### config.mk
export PLATFORM = sky130hd
export DESIGN_NAME = uart_tx_periph
export DESIGN_NICKNAME = d
export VERILOG_FILES = /design/src/rtl/uart_pkg.sv /design/src/rtl/sync_fifo.sv /design/src/rtl/uart_tx_periph.sv
export SDC_FILE = /design/constraint.sdc
export NUM_CORES = 1
export LEC_CHECK = 0
export BUFFER_PORTS_ARGS = -buffer_cell sky130_fd_sc_hd__buf_2
export CAP_MARGIN = 15
export CORE_MARGIN = 4
export CORE_UTILIZATION = 55
export CTS_CLUSTER_SIZE = 24
export DETAILED_ROUTE_END_ITERATION = 7
export GPL_TIMING_DRIVEN = 0
export PLACE_DENSITY = 0.78
export SETUP_SLACK_MARGIN = 0.02
export SLEW_MARGIN = 20
export SYNTH_ARGS = -nofsm -noshare
export SYNTH_HDL_FRONTEND = slang
export SYNTH_SLANG_ARGS = --single-unit
### constraint.sdc
create_clock -name clk -period 7.6 [get_ports clk]
set_clock_uncertainty 0.05 [all_clocks]
set_input_delay 1.52 -clock clk [delete_from_list [all_inputs] [get_ports clk]]
set_output_delay 1.52 -clock clk [all_outputs]
set_load 0.02 [all_outputs]
### src/rtl/uart_pkg.sv
// Shared definitions for the UART peripheral: register offsets, STATUS bit
// positions, transmitter state encoding and the baud divider default.
package uart_pkg;

  localparam logic [1:0] REG_TXDATA  = 2'd0;
  localparam logic [1:0] REG_STATUS  = 2'd1;
  localparam logic [1:0] REG_BAUDDIV = 2'd2;

  localparam int ST_BUSY    = 0;
  localparam int ST_FULL    = 1;
  localparam int ST_EMPTY   = 2;
  localparam int ST_OVF     = 3;
  localparam int ST_CNT_LSB = 4;

  localparam logic [15:0] BAUD_DIV_RST = 16'd434;

  typedef enum logic [1:0] {
    TX_IDLE  = 2'd0,
    TX_START = 2'd1,
    TX_DATA  = 2'd2,
    TX_STOP  = 2'd3
  } tx_state_e;

  // Reload value for the bit down-counter; a divider of 0 behaves like 1.
  function automatic logic [15:0] bit_period_m1(input logic [15:0] div);
    return (div == 16'd0) ? 16'd0 : (div - 16'd1);
  endfunction

endpackage

### src/rtl/sync_fifo.sv
// Single-clock FIFO with show-ahead read data; pushes while full and pops
// while empty are ignored. DEPTH must be a power of two.
module sync_fifo #(
  parameter int WIDTH = 8,
  parameter int DEPTH = 8
) (
  input  logic                     clk,
  input  logic                     rstn,
  input  logic                     push,
  input  logic                     pop,
  input  logic [WIDTH-1:0]         wdata,
  output logic [WIDTH-1:0]         rdata,
  output logic                     full,
  output logic                     empty,
  output logic [$clog2(DEPTH):0]   count
);

  localparam int AW = $clog2(DEPTH);
  localparam int CW = AW + 1;

  logic [WIDTH-1:0] mem_q [DEPTH];
  logic [AW-1:0]    wr_ptr_q, wr_ptr_d;
  logic [AW-1:0]    rd_ptr_q, rd_ptr_d;
  logic [CW-1:0]    count_q, count_d;
  logic             do_push, do_pop;

  assign full    = (count_q == CW'(DEPTH));
  assign empty   = (count_q == CW'(0));
  assign count   = count_q;
  assign rdata   = mem_q[rd_ptr_q];
  assign do_push = push && !full;
  assign do_pop  = pop && !empty;

  // Pointer and occupancy next-state.
  always_comb begin
    wr_ptr_d = wr_ptr_q;
    rd_ptr_d = rd_ptr_q;
    count_d  = count_q;
    if (do_push) wr_ptr_d = wr_ptr_q + AW'(1);
    else         wr_ptr_d = wr_ptr_q;
    if (do_pop)  rd_ptr_d = rd_ptr_q + AW'(1);
    else         rd_ptr_d = rd_ptr_q;
    case ({do_push, do_pop})
      2'b10:   count_d = count_q + CW'(1);
      2'b01:   count_d = count_q - CW'(1);
      default: count_d = count_q;
    endcase
  end

  // Pointer and occupancy registers.
  always_ff @(posedge clk) begin
    if (!rstn) begin
      wr_ptr_q <= '0;
      rd_ptr_q <= '0;
      count_q  <= '0;
    end else begin
      wr_ptr_q <= wr_ptr_d;
      rd_ptr_q <= rd_ptr_d;
      count_q  <= count_d;
    end
  end

  // Storage array; contents need no reset since occupancy gates every read.
  always_ff @(posedge clk) begin
    if (do_push) mem_q[wr_ptr_q] <= wdata;
  end

endmodule

### src/rtl/uart_tx_periph.sv
// Memory-mapped 8N1 UART transmitter: register decode, TX FIFO, serial FSM
// with a reloadable bit-period down-counter, registered txd.
module uart_tx_periph #(
  parameter int          FIFO_DEPTH   = 8,
  parameter logic [15:0] BAUD_DIV_RST = 16'd434
) (
  input  logic        clk,
  input  logic        rstn,
  input  logic        writeEnable,
  input  logic [31:0] addr,
  input  logic [31:0] writeData,
  output logic [31:0] readData,
  output logic        txd,
  output logic        irq_tx_empty
);
  import uart_pkg::*;

  localparam int CW = $clog2(FIFO_DEPTH) + 1;

  tx_state_e     state_q, state_d;
  logic [15:0]   baud_q, baud_d;
  logic [15:0]   cnt_q, cnt_d;
  logic [2:0]    bit_idx_q, bit_idx_d;
  logic [7:0]    shift_q, shift_d;
  logic          txd_q, txd_d;
  logic          ovf_q, ovf_d;
  logic [1:0]    reg_sel;
  logic          push, pop, fifo_full, fifo_empty;
  logic [7:0]    fifo_rdata;
  logic [CW-1:0] fifo_count;
  logic [31:0]   status;
  logic          unused_bits;

  assign reg_sel      = addr[3:2];
  assign push         = writeEnable && (reg_sel == REG_TXDATA);
  assign txd          = txd_q;
  assign irq_tx_empty = fifo_empty && (state_q == TX_IDLE);
  assign unused_bits  = ^{addr[31:4], addr[1:0], writeData[31:16]};

  sync_fifo #(.WIDTH(8), .DEPTH(FIFO_DEPTH)) u_fifo (
    .clk   (clk),
    .rstn  (rstn),
    .push  (push),
    .pop   (pop),
    .wdata (writeData[7:0]),
    .rdata (fifo_rdata),
    .full  (fifo_full),
    .empty (fifo_empty),
    .count (fifo_count)
  );

  // Serial FSM; the divider is sampled only when a bit starts.
  always_comb begin
    state_d   = state_q;
    cnt_d     = cnt_q;
    bit_idx_d = bit_idx_q;
    shift_d   = shift_q;
    pop       = 1'b0;
    case (state_q)
      TX_IDLE: begin
        if (!fifo_empty) begin
          pop       = 1'b1;
          shift_d   = fifo_rdata;
          cnt_d     = bit_period_m1(baud_q);
          bit_idx_d = 3'd0;
          state_d   = TX_START;
        end else begin
          state_d   = TX_IDLE;
        end
      end
      TX_START: begin
        if (cnt_q == 16'd0) begin
          cnt_d     = bit_period_m1(baud_q);
          bit_idx_d = 3'd0;
          state_d   = TX_DATA;
        end else begin
          cnt_d     = cnt_q - 16'd1;
        end
      end
      TX_DATA: begin
        if (cnt_q == 16'd0) begin
          cnt_d   = bit_period_m1(baud_q);
          shift_d = {1'b0, shift_q[7:1]};
          if (bit_idx_q == 3'd7) begin
            state_d = TX_STOP;
          end else begin
            bit_idx_d = bit_idx_q + 3'd1;
          end
        end else begin
          cnt_d = cnt_q - 16'd1;
        end
      end
      TX_STOP: begin
        if (cnt_q == 16'd0) state_d = TX_IDLE;
        else                cnt_d   = cnt_q - 16'd1;
      end
      default: state_d = TX_IDLE;
    endcase
  end

  // Line level follows the registered state, so txd lags the FSM by one clock.
  always_comb begin
    case (state_q)
      TX_START: txd_d = 1'b0;
      TX_DATA:  txd_d = shift_q[0];
      default:  txd_d = 1'b1;
    endcase
  end

  // Register writes; a dropped push wins over a clear in the same cycle.
  always_comb begin
    baud_d = baud_q;
    ovf_d  = ovf_q;
    if (writeEnable && (reg_sel == REG_BAUDDIV)) baud_d = writeData[15:0];
    else                                         baud_d = baud_q;
    if (push && fifo_full) begin
      ovf_d = 1'b1;
    end else if (writeEnable && (reg_sel == REG_STATUS) && writeData[ST_OVF]) begin
      ovf_d = 1'b0;
    end else begin
      ovf_d = ovf_q;
    end
  end

  // Read mux.
  always_comb begin
    status                   = 32'd0;
    status[ST_BUSY]          = (state_q != TX_IDLE);
    status[ST_FULL]          = fifo_full;
    status[ST_EMPTY]         = fifo_empty;
    status[ST_OVF]           = ovf_q;
    status[ST_CNT_LSB +: 8]  = 8'(fifo_count);
    case (reg_sel)
      REG_STATUS:  readData = status;
      REG_BAUDDIV: readData = {16'd0, baud_q};
      default:     readData = 32'd0;
    endcase
  end

  // State registers.
  always_ff @(posedge clk) begin
    if (!rstn) begin
      state_q   <= TX_IDLE;
      cnt_q     <= 16'd0;
      bit_idx_q <= 3'd0;
      shift_q   <= 8'd0;
      txd_q     <= 1'b1;
      ovf_q     <= 1'b0;
      baud_q    <= BAUD_DIV_RST;
    end else begin
      state_q   <= state_d;
      cnt_q     <= cnt_d;
      bit_idx_q <= bit_idx_d;
      shift_q   <= shift_d;
      txd_q     <= txd_d;
      ovf_q     <= ovf_d;
      baud_q    <= baud_d;
    end
  end

endmodule

==> results.toml <==
[route]
wirelength_met1_mm = 5.90
wl_met2_mm = 6.68
highest_signal_layer_in_the_routed_design = "met4"
drtAntennaViolNets = 0
route.detailed.vias_per_inst = 5.88
met3RoutedLength_um = 950
detailedRoute.firstPassIterationCount = 5
routedWlPerCell_um = 17.5
route.vias.total = 4613
drt_drc_violations_left = 0
route.final.wire_length_mm = 13.8
drtIter0Drc = 465

[cts]
cts_setup_buffers = 0
tritoncts = "yes"
cts_sinks = 124
numCtsBuffers = 17
cts_hold_buf = 0
ctsLongestPathBuffers = 2
post_cts_repair_resize_count = 0
htree_levels = 4
clock_root_cell = "sky130_fd_sc_hd__clkbuf_8"
cts.reportedPaths.clkPinSlew_ns = 0.06
clk-insertion-delay-late_ns = 0.54

[layout]
nets = 717
layout.cells.most_common_list = "sky130_fd_sc_hd__edfxtp_1, sky130_fd_sc_hd__dfxtp_1, sky130_fd_sc_hd__nand2_1"
final_layout_size_suffix_gt1_share_pct = 19.5
area_added_between_synthesis_and_finish_pct = 16.9
insertedDiodeCount = 0
final_util_pct = 65.5
mostFrequentLayoutCell = "sky130_fd_sc_hd__edfxtp_1"
finish.instance_area_mm2 = 0.00707

[placement]
port_buffers = 38
total_half_perimeter_wirelength_after_legalization_and_detailed_placement_mm = 9.60
globalplace.congestion = 0.873
preCtsSetupSlack_ns = 3.09
placedInstanceArea_mm2 = 0.00649

[yosys]
synth.cell_area_mm2 = 0.00605
number_of_enable_type_register_cells_in_the_synthesized_netlist = 64
post_synth.cell_area_avg_um2 = 10.8
synthesis.yosys.warnings = 0
ys_seq_area_share_pct = 51.6
ys_ff_latch = 124
number_of_standard_cells_after_synthesis = 561
synth_ff_type = "sky130_fd_sc_hd__edfxtp_1"
ys_async_sr_fraction_pct = 0
number_of_distinct_library_cells_after_synthesis = 56

[min_path]
timing.hold.worst.start = "shift_q[1]"
min_delay_worst_endpoint = "shift_q[1]"
class_of_the_tightest_hold_or_removal_check = "register to register"
hold_path_depth = 2

[status]
result_of_the_run = "completed"

[worst_setup_path]
worst-endpoint-arrival_ns = 2.97
required_time_reported_for_the_critical_path_endpoint_ns = 6.03
ff2ff_path_depth = 11
setup.worst_path.start_class = "input pin"
crit_path_end_kind = "output pin"
r2r_start = "u_fifo.count[0]"
cp.buffers_inverters = 5
worst_path_largest_cell_delay_ns = 0.32
timing.reg2reg.setup_slack_ns = 4.45
timing.setup.critical_path_class = "input pin to output pin"
timing.rr.end = "u_fifo.count[3]"
critical_path.slowest_cell = "sky130_fd_sc_hd__clkbuf_1"
crit_path_max_fanout = 10
cp_cell_sequence = "buf_2 > inv_1 > ha_1 > clkbuf_1 > clkbuf_1 > a22oi_1 > nor2b_1 > buf_2"
crit_family = "buffers and inverters"

[sta]
final.period_utilization_pct = 59.8
rsz0062_at_grt = "false"
clock.fmax_ghz = 0.220
timing_max_transition_violations_final = 0
timing.final.hold_violations = 0
slew_headroom_pct = 43.3
layout_min_cycle_time_ns = 4.54
final-setup-viol-count = 0
finalWorstSetupSlack_ns = 3.06
worst-slew-pin-transition_ns = 0.848
finalSetupTns_ns = 0

[power_and_ir_drop]
leakage_dissipation_nw = 2.63
power_mw = 2.57
peakVddDrop_mv = 0.231
pwr_cell_area_mw_per_mm2 = 363

[die]
pin_count = 101
die_outline_area_mm2 = 0.0127
rows = 38
core_area_mm2 = 0.0108
die_width_um = 113
chip_height_um = 113
floorplan.initialDensity_pct = 56.1

[grt]
wire_length_of_the_first_global_routing_pass_mm = 22.8
first_global_vias = 4575
total_routing_resource_utilization_after_global_routing_pct = 22.9
gr-total-overflow = 0
pin_count_of_the_biggest_net_entering_global_routing = 17
grt_antenna_before_repair = 0

[job]
drv.max_cap_violation_count = 0
## power by group
part	switching (mW)	internal (mW)	leakage, nW	total, mW
clock network	0.300	0.498	0.285	0.799
logic	0.540	0.357	1.27	0.897
registers	0.0818	0.790	1.07	0.872
total	0.922	1.65	2.63	2.57
## worst reg2reg max path: stages (launching register included)
cell,delay (ns)
sky130_fd_sc_hd__dfxtp_1,0.38
sky130_fd_sc_hd__nor4_1,0.58
sky130_fd_sc_hd__nand2_1,0.33
sky130_fd_sc_hd__nand2_1,0.23
sky130_fd_sc_hd__inv_1,0.08
sky130_fd_sc_hd__ha_1,0.22
sky130_fd_sc_hd__ha_1,0.29
sky130_fd_sc_hd__a21o_1,0.19
sky130_fd_sc_hd__a21oi_1,0.17
sky130_fd_sc_hd__xnor2_1,0.10
sky130_fd_sc_hd__or3_1,0.31
sky130_fd_sc_hd__a21oi_1,0.15
## stage by stage
stage | cells | hold WS, ns
CTS | 785 | 0.432
finish | 785 | 0.423
global route | 785 | 0.453
floorplan | 576 | 0.391
global placement | 754 | 0.404
detailed placement | 754 | 0.424
## flip-flops by register name, indices dropped and copies added (netlist names), named ones only
name / count
cnt_q: 16
u_fifo.count: 4
u_fifo.rd_ptr_q: 3
baud_q: 16
txd: 1
shift_q: 8
ovf_q: 1
state_q: 2
bit_idx_q: 3
u_fifo.wr_ptr_q: 3
u_fifo.mem_q: 64
## Yosys cell counts, drive strengths merged (9+ instances only)
library cell	number	area, µm²
a21oi	38	194
a22oi	9	67.6
a31oi	11	68.8
a32oi	9	78.8
and2	9	56.3
buf	26	188
clkbuf	22	83.8
dfxtp	60	1200
edfxtp	64	1920
ha	16	200
inv	26	97.6
mux2i	11	110
mux4	16	360
nand2	56	210
nand3	18	90.1
nand4	10	62.6
nor2	35	131
nor2b	9	56.3
nor3	10	61.3
o21ai	22	110
xnor2	14	123
xor2	11	96.3
## cell type report
cell class                 instances  area [µm²]
buffer                            48         272
clock buffer                      17         414
clock inverter                    14         169
fill                             811        3720
inverter                          26        97.6
multi-input combinational        378        2630
sequential                       124        3120
tap                              140         175
timing repair buffer              38         190
## per-layer routing
metal / global-route usage (%) / vias up
li1: - / 2180
met1: 29.9 / 2253
met2: 37.0 / 158
met3: 6.10 / 22
met4: 8.57 / 0
met5: 0 / -
## cells by family after synthesis
group           synth area share, %
compound gates                 11.5
xor+xnor                       3.62
fa+ha+maj                      3.64
buf+inv                        6.10
flops                          51.6
mux                            8.34
other cells                  0.0620
simple gates                   15.1
## how the worst max path moves through the flow
stage	slack [ns]	to	start	cells past startpoint
finish	3.06	readData[1]	addr[2]	8
global route	2.89	readData[7]	addr[2]	8
CTS	3.06	readData[1]	addr[2]	8
detailed placement	3.09	readData[1]	addr[2]	8
global placement	3.15	readData[1]	addr[2]	8
floorplan	3.40	readData[1]	addr[2]	6
No activity file was read; power rests on OpenSTA's default activity.
